==> config.mk <==
export PLATFORM = sky130hd
export DESIGN_NAME = alu_ctrl
export DESIGN_NICKNAME = d
export VERILOG_FILES = /design/src/rtl/alu_pkg.sv /design/src/rtl/alu_regfile.sv /design/src/rtl/alu_ctrl.sv
export SDC_FILE = /design/constraint.sdc
export NUM_CORES = 1
export LEC_CHECK = 0
export CAP_MARGIN = 10
export CORE_MARGIN = 3
export CORE_UTILIZATION = 55
export DETAILED_ROUTE_END_ITERATION = 8
export HOLD_SLACK_MARGIN = 0.1
export PLACE_DENSITY = 0.82
export SLEW_MARGIN = 0
export SYNTH_ARGS = -nofsm -noshare
export SYNTH_HDL_FRONTEND = slang
export SYNTH_SLANG_ARGS = --single-unit
==> constraint.sdc <==
create_clock -name clk -period 5.31 [get_ports clk]
set_clock_uncertainty 0.2 [all_clocks]
set_input_delay 1.062 -clock clk [delete_from_list [all_inputs] [get_ports clk]]
set_output_delay 1.062 -clock clk [all_outputs]
set_load 0.02 [all_outputs]
==> src/rtl/alu_pkg.sv <==
// alu_pkg: shared definitions for the ALU controller slice.
//   - opcode constants driven to the downstream ALU
//   - FSM state type
//   - instruction field positions and a decoded-instruction struct
package alu_pkg;

    // Instruction field positions
    localparam int OPC_HI = 15;
    localparam int OPC_LO = 12;
    localparam int RD_HI  = 11;
    localparam int RD_LO  = 10;
    localparam int RA_HI  = 9;
    localparam int RA_LO  = 8;
    localparam int RB_HI  = 7;
    localparam int RB_LO  = 6;
    localparam int IMM_HI = 7;
    localparam int IMM_LO = 0;

    // Opcodes
    localparam logic [3:0] PASS_A = 4'h0;
    localparam logic [3:0] PASS_B = 4'h1;
    localparam logic [3:0] ADD    = 4'h2;
    localparam logic [3:0] NEG    = 4'h3;
    localparam logic [3:0] AND    = 4'h4;
    localparam logic [3:0] OR     = 4'h5;
    localparam logic [3:0] SHL    = 4'h6;
    localparam logic [3:0] SHR    = 4'h7;
    localparam logic [3:0] EQ     = 4'h8;
    localparam logic [3:0] GT     = 4'h9;
    localparam logic [3:0] SETC   = 4'hF;

    typedef enum logic [1:0] {
        IDLE      = 2'd0,
        DECODE    = 2'd1,
        EXECUTE   = 2'd2,
        WRITEBACK = 2'd3
    } state_t;

    typedef struct packed {
        logic [3:0] op;
        logic [1:0] rd;
        logic [1:0] ra;
        logic [1:0] rb;
        logic [7:0] imm;   // overlaps rb; meaningful only for SETC
    } instr_t;

    function automatic instr_t decode(input logic [15:0] w);
        instr_t d;
        d.op  = w[OPC_HI:OPC_LO];
        d.rd  = w[RD_HI:RD_LO];
        d.ra  = w[RA_HI:RA_LO];
        d.rb  = w[RB_HI:RB_LO];
        d.imm = w[IMM_HI:IMM_LO];
        return d;
    endfunction

endpackage

==> src/rtl/alu_regfile.sv <==
// alu_regfile: 4 x 8-bit register file.
//   clk, rst_n          : clock, async active-low reset (all entries -> RST_VAL)
//   we, waddr, wdata    : synchronous write port
//   raddr_a / rdata_a   : combinational read port A
//   raddr_b / rdata_b   : combinational read port B
module alu_regfile #(
    parameter logic [7:0] RST_VAL = 8'h00
) (
    input  logic       clk,
    input  logic       rst_n,
    input  logic       we,
    input  logic [1:0] waddr,
    input  logic [7:0] wdata,
    input  logic [1:0] raddr_a,
    input  logic [1:0] raddr_b,
    output logic [7:0] rdata_a,
    output logic [7:0] rdata_b
);

    logic [3:0][7:0] mem;

    always_ff @(posedge clk or negedge rst_n) begin
        if (!rst_n)  mem <= {4{RST_VAL}};
        else if (we) mem[waddr] <= wdata;
    end

    assign rdata_a = mem[raddr_a];
    assign rdata_b = mem[raddr_b];

endmodule

==> src/rtl/alu_ctrl.sv <==
// alu_ctrl: multi-cycle controller feeding an external combinational ALU.
//   One instruction per 4 cycles: IDLE -> DECODE -> EXECUTE -> WRITEBACK.
//   clk, rst_n           : clock, async active-low reset
//   instr_valid, instr   : instruction input, accepted when instr_ready
//   instr_ready          : high only in IDLE
//   alu_op, alu_a, alu_b : operands to the ALU, held outside EXECUTE
//   alu_z                : combinational ALU result
//   done, result         : writeback pulse and last written-back value
//   zero_flag            : only when ALU_CTRL_FLAGS_EN is defined
module alu_ctrl
    import alu_pkg::*;
#(
    parameter logic [7:0] REG_RST_VAL = 8'h00
) (
    input  logic        clk,
    input  logic        rst_n,
    input  logic        instr_valid,
    input  logic [15:0] instr,
    output logic        instr_ready,
    output logic [3:0]  alu_op,
    output logic [7:0]  alu_a,
    output logic [7:0]  alu_b,
    input  logic [7:0]  alu_z,
    output logic        done,
    output logic [7:0]  result
`ifdef ALU_CTRL_FLAGS_EN
    ,
    output logic        zero_flag
`endif
);

    state_t     state;
    instr_t     ir;
    logic [7:0] rd_a, rd_b;

    // result doubles as the capture register for alu_z: it is loaded at the
    // end of EXECUTE so it is already valid while done is high in WRITEBACK,
    // and the register-file write lands at the end of WRITEBACK.
    alu_regfile #(.RST_VAL(REG_RST_VAL)) u_rf (
        .clk     (clk),
        .rst_n   (rst_n),
        .we      (state == WRITEBACK),
        .waddr   (ir.rd),
        .wdata   (result),
        .raddr_a (ir.ra),
        .raddr_b (ir.rb),
        .rdata_a (rd_a),
        .rdata_b (rd_b)
    );

    assign instr_ready = (state == IDLE);

    always_ff @(posedge clk or negedge rst_n) begin
        if (!rst_n) begin
            state     <= IDLE;
            ir        <= '0;
            alu_op    <= '0;
            alu_a     <= '0;
            alu_b     <= '0;
            result    <= '0;
            done      <= 1'b0;
`ifdef ALU_CTRL_FLAGS_EN
            zero_flag <= 1'b0;
`endif
        end else begin
            done <= 1'b0;
            case (state)
                IDLE: begin
                    if (instr_valid) begin
                        ir    <= decode(instr);
                        state <= DECODE;
                    end
                end
                DECODE: begin
                    // operands sampled here, before any write to rd
                    alu_op <= ir.op;
                    alu_a  <= rd_a;
                    alu_b  <= (ir.op == SETC) ? ir.imm : rd_b;
                    state  <= EXECUTE;
                end
                EXECUTE: begin
                    result    <= alu_z;
                    done      <= 1'b1;
`ifdef ALU_CTRL_FLAGS_EN
                    zero_flag <= (alu_z == 8'h00);
`endif
                    state     <= WRITEBACK;
                end
                WRITEBACK: state <= IDLE;
                default:   state <= IDLE;
            endcase
        end
    end

endmodule

## Word level (Yosys, flattened, before mapping)

Index checks and enable logic that the tools add are counted.

- Multiplexer cells: 11
- Equality and inequality tests: 5
- Order comparisons: 4
- Reduce and logical (&&, ||, !) cells: 3

Operators with widths:

| operator | number |
|---|---|
| 8-bit binary-select mux with 2-bit select | 2 |
| 32-bit bitwise mux | 1 |
| 8-bit two-way mux | 4 |
| 8-bit demux with 2-bit select | 1 |
| 2-bit by 3-bit less-than comparator with 1-bit output, second input constant | 3 |
| 2-bit one-hot mux with 4 select lines | 1 |
| 2-bit == test, second input constant | 2 |
| 4-bit == test, second input constant | 1 |
| 2-bit by 1-bit == test with 1-bit output, second input constant | 1 |
| 2-bit by 1-bit >= comparator with 1-bit output, second input constant | 1 |
| 2-bit zero test | 1 |
| 2-bit two-way mux | 1 |
| 2-bit inequality test, second input constant | 1 |
| 2-bit AND reduction | 1 |
| 1-bit logical AND | 1 |
| 1-bit two-way mux | 1 |

- Bits of input ports: 27
- Register bits after elaboration: 81
- Output and inout bits: 30
- Word-level logic and storage cells: 38

## Longest topological paths before layout

Gate-level depths: netlist of run 1.

- Depth after elaboration: 5
- Mapped depth: 6
- Depth with buffers taken out: 5

## By module

Synthesis of run 1 repeated with hierarchy kept, for this count alone.

- Cells, all modules: 213
- Area, all modules: 3530.9 µm²

By module, submodules not included:

| module | area an instance (µm²) | instances | seq. area each (µm²) | cells each |
|---|---|---|---|---|
| alu_ctrl | 1940.6 | 1 | 1176.1 | 125 |
| alu_regfile | 1590.3 | 1 | 800.8 | 88 |

## Worst setup path before layout of run 1

No wires, ideal clock.

- Kind: input port to flip-flop
- Start point: input instr_valid
- End point: register ir[10] (netlist bit)
- Stages on the path: 3
- Data arrival time: 1.816 ns
- Path buffers: 1
- Setup slack: 3.170 ns
- Library setup time: 0.125 ns
- Data required time: 4.985 ns
- Cell sequence: nand2_1 -> buf_2 -> mux2_2

- Longest elaborated chain between the ends: 1

Ends and longest elaborated chain:

| item | line | text |
|---|---|---|
| from (decl) | alu_ctrl.sv:17 | `input logic instr_valid,` |
| 2-bit AND reduction (no source line) | -- |  |
| to (signal assigned) | alu_ctrl.sv:70 | `ir <= decode(instr);` |
| to (decl) | alu_ctrl.sv:33 | `instr_t ir;` |

Every way passes these cells.
A chain may end at the register's enable or synchronous reset.

## Worst setup path after layout of run 1

- Start point: register state[0]
- End point: output instr_ready

- Longest elaborated chain between the ends: 1

Ends and longest elaborated chain:

| item | line | text |
|---|---|---|
| from (decl) | alu_ctrl.sv:32 | `state_t state;` |
| from (signal assigned) | alu_ctrl.sv:55 | `state <= IDLE;` |
| from (signal assigned) | alu_ctrl.sv:71 | `state <= DECODE;` |
| from (signal assigned) | alu_ctrl.sv:79 | `state <= EXECUTE;` |
| 2-bit zero test | alu_ctrl.sv:51 | `assign instr_ready = (state == IDLE);` |
| to (decl) | alu_ctrl.sv:19 | `output logic instr_ready,` |

Every way passes these cells.

==> metrics.txt, run 1 <==
status finished, final reports clean; height of the die approximately 86 um; drt pass-1 iters 4; via count between 2000 and 2500; Die ar. 0.00735 mm2; Cell Rows 28; Layout area overhead 23.2%; CTS tree yes; RSZ-0062 raised after global routing false; combinational share of power a little over two fifths; hold path startpoint alu_op[1]; Total GRT Usage a little over a fifth; critical path launch point type flip-flop; DIE WIDTH between 80 and 90 um; Reg power frac 40.9%; final std cell area, no fill approximately 0.0043 mm2; slowest cell delay on critical path roughly 0.61 ns; Int Pwr approximately 1900 uW; WP data required 4.05 ns; Arr. time, crit path around 1.7 ns; layout cells sized above 1 between 30% and 40%; # setup viols final 0; Max Freq between 300 and 400 MHz; TritonCTS Buffers 9; Worst Setup SP state[0]; Max FO, Critical Path 4; Met1 Wirelength 3.18 mm; grt ovf 0; FF-to-FF Start state[0]; routed length on met3 between 400 and 500 um; FF+latch count, synth 79; IO buf count 56; CTS max path bufs 2; pin count of the biggest net entering global routing 80; DP Area 0.00410 mm2; highest routed metal layer met4; Hold Path Class flip-flop to flip-flop; metal2 WL approximately 3.3 mm; Mapped Avg Cell Area approximately 16 um2; post_cts resized 0; Sink Count a little under 80; crit path time final ~3.0 ns; commonest non-fill, non-tap cells in the layout dfrtp_1 (79), mux2_2 (61), clkdlybuf4s50_1 (55); post-CTS setup buffers 0; mapped cell area 0.00350 mm2; later-pin clock latency in the skew report approximately 0.35 ns; CTS Hold Bufs 0; VDD IR max approximately 500 uV; # DRC 0; Final Routed Wirelength approximately 7.0 mm; crit share post-route 56.0%; antenna cells 0; Slowest cell on crit path clkdlybuf4s50_1; Via density ~5.7; clock share of power 15.3%; Top Ports 57; CORE AREA about 0.0060 mm2; final setup TNS 0 ns; post-detail-place hpwl around 4.4 mm; relative slew slack a little over a third; Worst-path clk slew approximately 0.080 ns; final hold vios 0; Unique masters post-synth 24; Synth Warn # 0; worst-margin pin slew between 0.9 and 1 ns; Leak about 0.0018 uW; wire per inst 19.2 um; H-tree Lvls 3; first-pass GRT wire length around 12 mm; root buf cell clkbuf_8; post-synthesis sequential area ratio roughly 57%; # Max-Cap Violations 0; Crit. End Element output port; Gate Count Post-Synth around 230; # fillers roughly 420; critical path cell sequence inv_1 -> ha_1 -> clkdlybuf4s50_1; RePlAce Congestion roughly 0.7; DR iter-0 viols about 120; P per Cell Area slightly below 700 mW/mm2; critical path class flip-flop to output port; Layout Nets ~320; vias in the first global route approximately 2200; sw frac between 30% and 40%; P_sw ~1000 uW; Final Slew Violations 0; Starting Density about three fifths; overall power 2990 uW; syn nets ~260; most common cell after layout, fill and taps aside dfrtp_1; final antenna-violating net count 0; initial antenna violation count 0
-- metal layers --
layer	GRT usage, %	vias up
met4	8.35	0
met3	5.09	10
met1	28.9	1070
met5	0	-
met2	32.3	58
li1	-	945
-- cell type report --
| cell class | instances | area, um2 | share of cell area (%) |
|---|---|---|---|
| Tap cell | 75 | 93.8 | 2.18 |
| Clock buffer | 11 | 151 | 3.51 |
| Inverter | 2 | 7.51 | 0.174 |
| Multi-Input combinational cell | 134 | 1460 | 33.8 |
| Timing Repair Buffer | 57 | 566 | 13.1 |
| Sequential cell | 79 | 1980 | 45.9 |
| Clock inverter | 5 | 56.3 | 1.31 |
-- power groups by stage --
stage                     Combinational [uW]  Clock (uW)  Sequential (uW)
after floorplan                          850           0             1230
after global placement                  1280           0             1210
after detailed placement                1310           0             1220
after CTS                               1320         468             1220
after global routing                    1410         496             1270
final                                   1310         457             1220
-- kinds of logic (layout without fill, tap and decap cells) --
kind of cell	count (synthesis)	in the layout	share of synthesized area, %
simple gates	31	31	4.54
flops	79	79	56.5
compound gates	11	11	2.15
mux	87	87	33.2
buf+inv	12	75	1.79
fa+ha+maj	5	5	1.79
-- state kept, by name, summed over array words and instances (netlist names) --
register / count
done: 1
alu_op: 4
ir: 16
result: 8
alu_a: 8
u_rf.mem: 32
alu_b: 8
state: 2
-- cell usage after synthesis, drive strengths merged --
library cell	count	area share, %
nand2	13	1.4
nand3	3	0.43
clkbuf	3	0.32
buf	7	1.3
nor2	6	0.64
a31o	2	0.50
o21bai	2	0.43
nor3	1	0.14
inv	2	0.21
nand3b	2	0.43
and4	1	0.25
mux2	69	23
mux2i	4	1.1
dfrtp	79	57
a21oi	1	0.14
nand4	1	0.18
mux4	14	9.0
nor3b	1	0.54
nor2b	3	0.54
a31oi	6	1.1
ha	5	1.8
-- path summary, 6_finish.rpt --
kind	cells past startpoint	slack (ns)	endpoint
max in group asynchronous	1	3.63	u_rf.mem[29]
max reg2reg	4	3.33	ir[5]
min	1	0.31	alu_op[1]
min reg2reg	1	0.31	alu_op[1]
max	3	2.34	instr_ready
min in group asynchronous	1	0.65	alu_b[4]
-- critical path: cells and delay by family, from the launching register on --
kind | cells | cell delay [ns]
flip-flops | 1 | 0.42
buffers and inverters | 2 | 0.74
adder cells (fa/ha/maj) | 1 | 0.19
-- metrics by stage --
stage               setup WS (ns)  std cells  hold slack, ns  util (%)
global route                 2.26        363           0.317      71.5
detailed placement           2.55        347           0.294      68.1
CTS                          2.32        363           0.313      71.5
global placement             2.60        347           0.289      68.1
floorplan                    3.17        225           0.279         -
finish                       2.34        363           0.311      71.5
Power figures use the tool's default switching activity.
==> run 2, diff against run 1 <==
CORE_UTILIZATION = 53   (was 55)
PLACE_DENSITY = 0.79   (was 0.82)
clock period = 2.9 ns   (was 5.31 ns; I/O delays follow)
==> run 2 against run 1 <==
Against the previous run: via count up 1.3%; sequential power grew 83%; power increased by 82%.
==> metrics.txt, run 2 (same netlist as run 1, synthesis figures left out) <==
# fillers 458 (was 422); metal2 WL 3.38 mm (was 3.28 mm); combinational share of power 44.1% (was 43.8%); Met1 Wirelength 3.03 mm (was 3.18 mm); Layout Nets 318 (was 315); Top Ports 57 (unchanged); post-detail-place hpwl 4.74 mm (was 4.44 mm); drt pass-1 iters 4 (unchanged); root buf cell clkbuf_8 (unchanged); # setup viols final 0 (unchanged); first-pass GRT wire length 11.4 mm (was 11.6 mm); height of the die 87.2 um (was 85.8 um); clock share of power 14.9% (was 15.3%); Max FO, Critical Path 4 (unchanged); Sink Count 79 (unchanged); highest routed metal layer met4 (unchanged); post_cts resized 0 (unchanged); RSZ-0062 raised after global routing false (unchanged); WP data required 2.12 ns (was 4.05 ns); initial antenna violation count 0 (unchanged); via count 2111 (was 2083); worst setup slack after placement 0.628 ns (was 2.55 ns); critical path launch point type flip-flop (unchanged); pin count of the biggest net entering global routing 44 (was 80); layout cells sized above 1 35.7% (was 36.1%); Cell Rows 28 (unchanged); final hold vios 0 (unchanged); CORE AREA 0.00617 mm2 (was 0.00603 mm2); Worst-path clk slew 0.08 ns (about the same); worst-margin pin slew 0.679 ns (was 0.965 ns); post-CTS setup buffers 0 (unchanged); Arr. time, crit path 1.70 ns (was 1.71 ns); Final Slew Violations 0 (unchanged); VDD IR max 722 uV (was 487 uV); final setup TNS 0 ns (unchanged); largest register by flop count u_rf.mem (unchanged); Hold Path Class flip-flop to flip-flop (unchanged); DIE WIDTH 87.2 um (was 85.8 um); Total GRT Usage 20.1% (was 21.0%); Starting Density 56.7% (was 58.1%); vias in the first global route 2153 (was 2204); IO buf count 56 (unchanged); status finished, final reports clean (unchanged); max FFs per register 32 (unchanged); P per Cell Area 1250 mW/mm2 (was 693 mW/mm2); Die ar. 0.00761 mm2 (was 0.00735 mm2); antenna cells 0 (unchanged); crit path time final 2.48 ns; Crit. End Element output port (unchanged); P_sw 1880 uW (was 1040 uW); later-pin clock latency in the skew report 0.34 ns (was 0.35 ns); relative slew slack 54.6% (was 35.7%); critical path class flip-flop to output port (unchanged); most common cell after layout, fill and taps aside dfrtp_1 (unchanged); biggest regs u_rf.mem x32, ir x16 (unchanged); commonest non-fill, non-tap cells in the layout dfrtp_1 (79), mux2_2 (61), clkdlybuf4s50_1 (55) (unchanged); sw frac 34.6% (was 34.8%); Layout area overhead 24.1% (was 23.2%); Final Routed Wirelength 6.86 mm (was 6.97 mm); grt ovf 0 (unchanged); Max Freq roughly 400 MHz; Leak 0.00185 uW (was 0.00184 uW); RePlAce Congestion 0.720 (was 0.702); hold_ws 0.310 ns (was 0.311 ns); crit share post-route 85.6%; DR iter-0 viols 89 (was 116); final worst setup slack 0.417 ns (was 2.34 ns); Via density 5.77 (was 5.74); overall power 5430 uW (was 2990 uW); CTS max path bufs 2 (unchanged); # Max-Cap Violations 0 (unchanged); routed length on met3 368 um (was 406 um); Reg power frac 41.1% (was 40.9%); H-tree Lvls 3 (unchanged); TritonCTS Buffers 9 (unchanged); final antenna-violating net count 0 (unchanged); wire per inst 18.8 um (was 19.2 um); # DRC 0 (unchanged); CTS tree yes (unchanged); Int Pwr 3550 uW (was 1950 uW)
[run 2: layer usage]
layer	vias to the layer above	GRT usage, %
met5	-	0
met4	0	5.44
met3	9	4.92
met2	54	31.4
met1	1096	28.3
li1	952	-
[run 2: worst paths after layout]
kind | from | end | slack, ns | cells after the start
min in group asynchronous | rst_n | alu_b[2] | 0.57 | 2
min | alu_op[2] | alu_op[2] | 0.31 | 1
max in group asynchronous | rst_n | u_rf.mem[28] | 1.35 | 3
max reg2reg | state[0] | ir[3] | 0.93 | 4
min reg2reg | alu_op[2] | alu_op[2] | 0.31 | 1
max | state[0] | instr_ready | 0.42 | 3
[run 2: stage by stage]
step	cell area, um2	instances	util [%]
floorplan	3500	225	-
global placement	4130	349	67.0
detailed placement	4130	349	67.0
CTS	4340	366	70.4
global route	4340	366	70.4
finish	4340	366	70.4
[run 2: critical path, stage by stage (launching register included)]
cell,delay (ns)
dfrtp_1,0.41
inv_1,0.13
ha_1,0.20
clkdlybuf4s50_1,0.61
[run 2: final cells by class]
cell class              count  area (um2)  area share [%]
well taps                  75        93.8            2.16
clock buffers              12         145            3.34
inverters                   2        7.51           0.173
clock inverters             4        55.1            1.27
repair buffers             60         603            13.9
flip-flops and latches     79        1980            45.5
multi-input cells         134        1460            33.6
[run 2: timing repair]
item / in CTS / in global routing
hold buffers: 1 / 0
endpoints found under the hold margin: 41 / 0
endpoints found under the setup margin: 0 / 0
[run 2: power by group through the flow]
stage | clock network (uW) | logic [uW] | registers [uW]
finish | 808 | 2390 | 2230
global route | 879 | 2580 | 2330
CTS | 828 | 2420 | 2230
detailed placement | 0 | 2410 | 2250
global placement | 0 | 2350 | 2210
floorplan | 0 | 1560 | 2250
==> RTL edit 1: new RTL, flow settings as in run 2 <==
`REG_RST_VAL`: 8'h00 -> 8'h01.
--- a/src/rtl/alu_ctrl.sv
+++ b/src/rtl/alu_ctrl.sv
@@ -10,7 +10,7 @@
 module alu_ctrl
     import alu_pkg::*;
 #(
-    parameter logic [7:0] REG_RST_VAL = 8'h00
+    parameter logic [7:0] REG_RST_VAL = 8'h01
 ) (
     input  logic        clk,
     input  logic        rst_n,
Formal check against the unedited RTL: not equivalent (a bounded check fails within 4 cycles, from zero or initial values and one cycle with rst_n low).
==> RTL edit 1 against run 2 <==
Worst hold slack worse by 0.0022 ns; power increased by 5.2%; setup slack improved by 0.010 ns; cell area is 1.5% higher; register-to-register slack improved by 0.02 ns; sequential cell count stayed put; area after synthesis is 0.14% higher; routed wire length is 0.79% higher; fmax increased by 0.42%; critical path depth stayed put.
==> RTL edit 1: results (changes against run 2) <==
[outcome]
outcome = completed

[drt]
met3WireLength_um = 354  ; -3.8%
dr_total_vias = 2081  ; -1.4%
drt-total-wl_um = 6917  ; +0.79%
ant_nets = 0  ; unchanged
route.layer.met1.wl_um = 3143  ; +3.7%
first_iter_violations = 65  ; -27%
met2_wirelength_um = 3295  ; -2.6%

[sta]
timing.slew.headroom_pct = 54.80  ; +0.17 points
worst_hold_slack_ns = 0.3083  ; -0.002235 ns

[layout]
area_share_clock_buf_inv_pct = 6.104  ; +1.5 points
n_all_buffers = 59  ; -1.7%
seqAreaFraction_pct = 44.97  ; -0.57 points
finalNonFillerCells = 365  ; -0.27%
biggestRegsByFlops = u_rf.mem (32), ir (16)
nFillCells = 425  ; -7.2%
fraction_of_layout_instances_using_a_drive_strength_above_1_pct = 37.59  ; +1.8 points
multi_input_comb_cells = 134  ; unchanged
clkbuf_count = 9  ; -3
fraction_of_area_in_multi_input_gates_pct = 33.11  ; -0.51 points
nNetsFinal = 317  ; -0.31%
area_share_nonclk_buffers_pct = 13.52  ; -0.38 points

[global_route]
grt_pass1_vias = 2226  ; +3.4%
wire_length_of_the_first_global_routing_pass_um = 11500  ; +1.1%
total_grt_usage_pct = 20.23  ; +0.16 points

[worst_hold_path]
hold_end = alu_op[1]$_DFFE_PN0N_
worstHoldStart = alu_op[1]$_DFFE_PN0N_

[worst_setup_path]
timing.setup.critical_path_class = register to output port
worst-endpoint-arrival_ns = 1.69
r2r_end = ir[2]$_DFFE_PN0P_
regToRegSetupSlack_ns = 0.95  ; +0.02 ns
critical-path-top-delay-family = buffers and inverters

[placement]
dpl_worst_slack_ns = 0.6472  ; +0.01901 ns
cell_area_reported_after_detailed_placement_um2 = 4128  ; about the same
place_inst = 348  ; -0.29%
gpl_congestion = 0.7489  ; +4.0%
hpwlAfterDp_um = 4581  ; -3.4%

[pwr]
ir_worst_vdd_mv = 0.7362  ; +1.9%
p_leak_nw = 1.869  ; +1.2%
power_per_cell_area_nw_per_um2 = 1296  ; +3.6%

[synthesis]
avg_synthesized_cell_area_um2 = 15.57  ; +0.14%
async_flop_share_pct = 100.0  ; unchanged
synthDistinctLibCells = 25  ; +4.2%
synth.area.top_cells = sky130_fd_sc_hd__dfrtp_1 54%, sky130_fd_sc_hd__mux2_2 20%, sky130_fd_sc_hd__mux4_2 9.0%
synth_sequential_area_ratio_pct = 56.57  ; +0.062 points
synth_top_cells_by_count = 75 x sky130_fd_sc_hd__dfrtp_1, 61 x sky130_fd_sc_hd__mux2_2, 14 x sky130_fd_sc_hd__mux4_2

[clocking]
cts.repair.resized = 0  ; unchanged

[floorplan]
fp.dieArea_um2 = 7621  ; +0.13%

## RTL edit 1: changes by cell type in the layout (fill, tap and decap cells not counted)
cell                        before  now
sky130_fd_sc_hd__dfrtp_1        79   75
sky130_fd_sc_hd__dfstp_2         0    4
sky130_fd_sc_hd__bufinv_16       1    4
sky130_fd_sc_hd__clkbuf_1        2    0
sky130_fd_sc_hd__buf_4           3    2
sky130_fd_sc_hd__clkbuf_8       10    9
## RTL edit 1: power breakdown
part           total (mW)  internal [mW]  switching (mW)
Sequential           2.24           1.69           0.550
Combinational        2.40           1.45           0.949
Clock                1.07          0.661           0.407
Total                5.71           3.81            1.91
## RTL edit 1: logic make-up after synthesis
family / share of synthesized area [%]
simple gates: 4.536
mux: 33.18
flops: 56.57
fa+ha+maj: 1.786
compound gates: 2.143
buf+inv: 1.786
## RTL edit 1: per-layer routing
layer  global-route usage [%]  vias up
met5                        0        -
met2                    31.30       56
met4                    8.926        0
met3                    4.068       13
li1                         -      948
met1                    27.77     1064
==> RTL edit 2: new RTL, config.mk and constraints of run 2 <==
Without the edit above. The 4 states of `state_t` get a one-hot encoding in 4 bits.
--- a/src/rtl/alu_pkg.sv
+++ b/src/rtl/alu_pkg.sv
@@ -29,11 +29,11 @@
     localparam logic [3:0] GT     = 4'h9;
     localparam logic [3:0] SETC   = 4'hF;
 
-    typedef enum logic [1:0] {
-        IDLE      = 2'd0,
-        DECODE    = 2'd1,
-        EXECUTE   = 2'd2,
-        WRITEBACK = 2'd3
+    typedef enum logic [3:0] {
+        IDLE      = 4'b0001,
+        DECODE    = 4'b0010,
+        EXECUTE   = 4'b0100,
+        WRITEBACK = 4'b1000
     } state_t;
 
     typedef struct packed {
Behaviour: same outputs for any inputs over 10 cycles, from zero or initial values and one cycle with rst_n low; not proved beyond that.
==> RTL edit 2 against run 2 <==
Worst hold slack lost 0.0029 ns; largest cell class unchanged; setup slack lost 0.21 ns; non-clock buffer count grew 2; area after synthesis shrank 0.54%; critical path type unchanged; routed wire length grew 2.5%; count of clock-buffer cells in the layout shrank 1; sequential cell count grew 2; cell area shrank 0.37%.
Power is not compared: it rests on default switching activity, and its combinational part moved more than twofold at a synthesized area within 25%.
==> RTL edit 2: results (changes against run 2) <==
[outcome]
outcome = completed

[placement]
cell_area_reported_after_detailed_placement_um2 = 4144  ; +0.33%
place_inst = 347  ; -0.57%
hpwlAfterDp_um = 4779  ; +0.79%
buffer_ports.inserted = 56  ; unchanged
gpl_congestion = 0.7768  ; +7.9%
dpl_worst_slack_ns = 0.4362  ; -0.1919 ns

[clocking]
clk_transition_reported_paths_ns = 0.08  ; about the same
cts_inserted_buffers = 9  ; unchanged
clk_root_buffer_cell = sky130_fd_sc_hd__clkbuf_8
worstSkewPairLatency_ns = 0.35

[worst_hold_path]
hold_path_class = register to register
worstHoldStart = alu_a[5]$_DFFE_PN0N_
hold_end = alu_a[5]$_DFFE_PN0N_

[global_route]
grt_pass1_vias = 2202  ; +2.3%
antenna_found_initial = 0  ; unchanged
total_grt_usage_pct = 20.79  ; +0.72 points
wire_length_of_the_first_global_routing_pass_um = 11630  ; +2.2%
grt_start_max_net_pins = 44  ; unchanged

[layout]
nFillCells = 423  ; -7.6%
nNetsFinal = 311  ; -2.2%
finalNonFillerCells = 364  ; -0.55%
fraction_of_layout_instances_using_a_drive_strength_above_1_pct = 38.06  ; +2.3 points
antenna_cells_inserted = 0  ; unchanged

[synthesis]
ys_warn_count = 0  ; unchanged
avg_synthesized_cell_area_um2 = 15.67  ; +0.81%
synth.area.top_cells = sky130_fd_sc_hd__dfrtp_1 58%, sky130_fd_sc_hd__mux2_2 23%, sky130_fd_sc_hd__mux4_2 9.1%
synthDistinctLibCells = 24  ; unchanged
postSynth.topFlopCell = sky130_fd_sc_hd__dfrtp_1
synth_top_cells_by_count = 80 x sky130_fd_sc_hd__dfrtp_1, 70 x sky130_fd_sc_hd__mux2_2, 14 x sky130_fd_sc_hd__mux4_2
syn-num-nets = 249  ; -3.1%
async_flop_share_pct = 100.0  ; unchanged
synth_sequential_area_ratio_pct = 58.29  ; +1.8 points

[worst_setup_path]
cpMaxStageDelayCell = sky130_fd_sc_hd__clkdlybuf4s50_1
critPathLaunch = state[0]$_DFFE_PN1P_
regToRegSetupSlack_ns = 0.71  ; -0.22 ns
cells_on_worst_reg2reg_path = 3  ; -1
cp-endpoint = instr_ready
critical-path-max-stage-delay_ns = 0.67  ; +0.06 ns
critical-path-top-delay-family = buffers and inverters
r2r_end = u_rf.mem[3]$_DFFE_PN0P_
timing.critical_path.fanout_max = 5  ; +1
worst-endpoint-arrival_ns = 1.92  ; +0.22 ns
timing.rr.start = state[1]$_DFFE_PN0P_

[drt]
routed_via_density = 5.830  ; +1.1%
first_iter_violations = 86  ; -3.4%
routedWlPerCell_um = 19.32  ; +3.1%
detail_route.first_pass.iterations = 4  ; unchanged
post-route-drc-count = 0  ; unchanged

[pwr]
cell_internal_pwr_mw = 2.446
p_leak_nw = 1.888
ir_worst_vdd_mv = 0.6323

[sta]
worst_margin_pin_slew_ns = 0.6167  ; -0.06213 ns
post-route-period-util_pct = 92.94  ; +7.3 points
worst_hold_slack_ns = 0.3076  ; -0.002880 ns

[RTL edit 2: cell types whose count changed after synthesis, sizes merged, moves of 2 or more]
cell    change
a31o        -2
clkbuf      +2
ha          -5
inv         -2
mux2i       -2
nand2b      +2
nand3       -2
nor2b       -3
nor4b       +5
o211ai      +2
o21bai      -2
o311ai      +2
[RTL edit 2: power by group through the flow]
stage	clock (mW)	combinational (mW)	sequential, mW
after floorplan	0	0.656	1.84
after global placement	0	1.17	1.83
after detailed placement	0	1.19	1.86
after CTS	0.726	1.20	1.84
after global routing	0.775	1.27	1.90
final	0.704	1.19	1.83
[RTL edit 2: per-layer routing]
metal  share of wire (%)  wire, µm  GRT usage, %  vias up
met2                  49      3417         33.95       62
met4                0.41        29         4.674        0
met3                 6.2       434         6.623        5
met1                  45      3153         27.35     1099
li1                    -         -             -      956
met5                   0         0             0        -
[RTL edit 2: logic make-up (layout without fill, tap and decap cells)]
group / count (synthesis) / after routing / share of synthesized area [%]
buffers and inverters: 11 / 78 / 1.510
AO/OA/AOI/OAI: 10 / 10 / 2.014
AND/OR/NAND/NOR: 34 / 34 / 5.897
multiplexers: 86 / 86 / 32.29
flip-flops: 81 / 81 / 58.29
[RTL edit 2: repair_timing]
| action | 4_1_cts | 5_1_grt |
|---|---|---|
| setup buffers | 0 | 0 |
| endpoints found under the setup margin | 0 | 1 |
| hold buffers | 1 | 0 |
| hold endpoints to repair | 40 | 0 |
| gates resized for setup | 0 | 1 |
[RTL edit 2: layout make-up]
type                            count  area, µm²  share of cell area [%]
Clock buffer                       11      131.4                   3.038
Clock inverter                      5      32.53                  0.7523
Multi-Input combinational cell    130       1420                   32.84
Sequential cell                    81       2028                   46.90
Tap cell                           75      93.84                   2.170
Timing Repair Buffer               62      618.1                   14.29
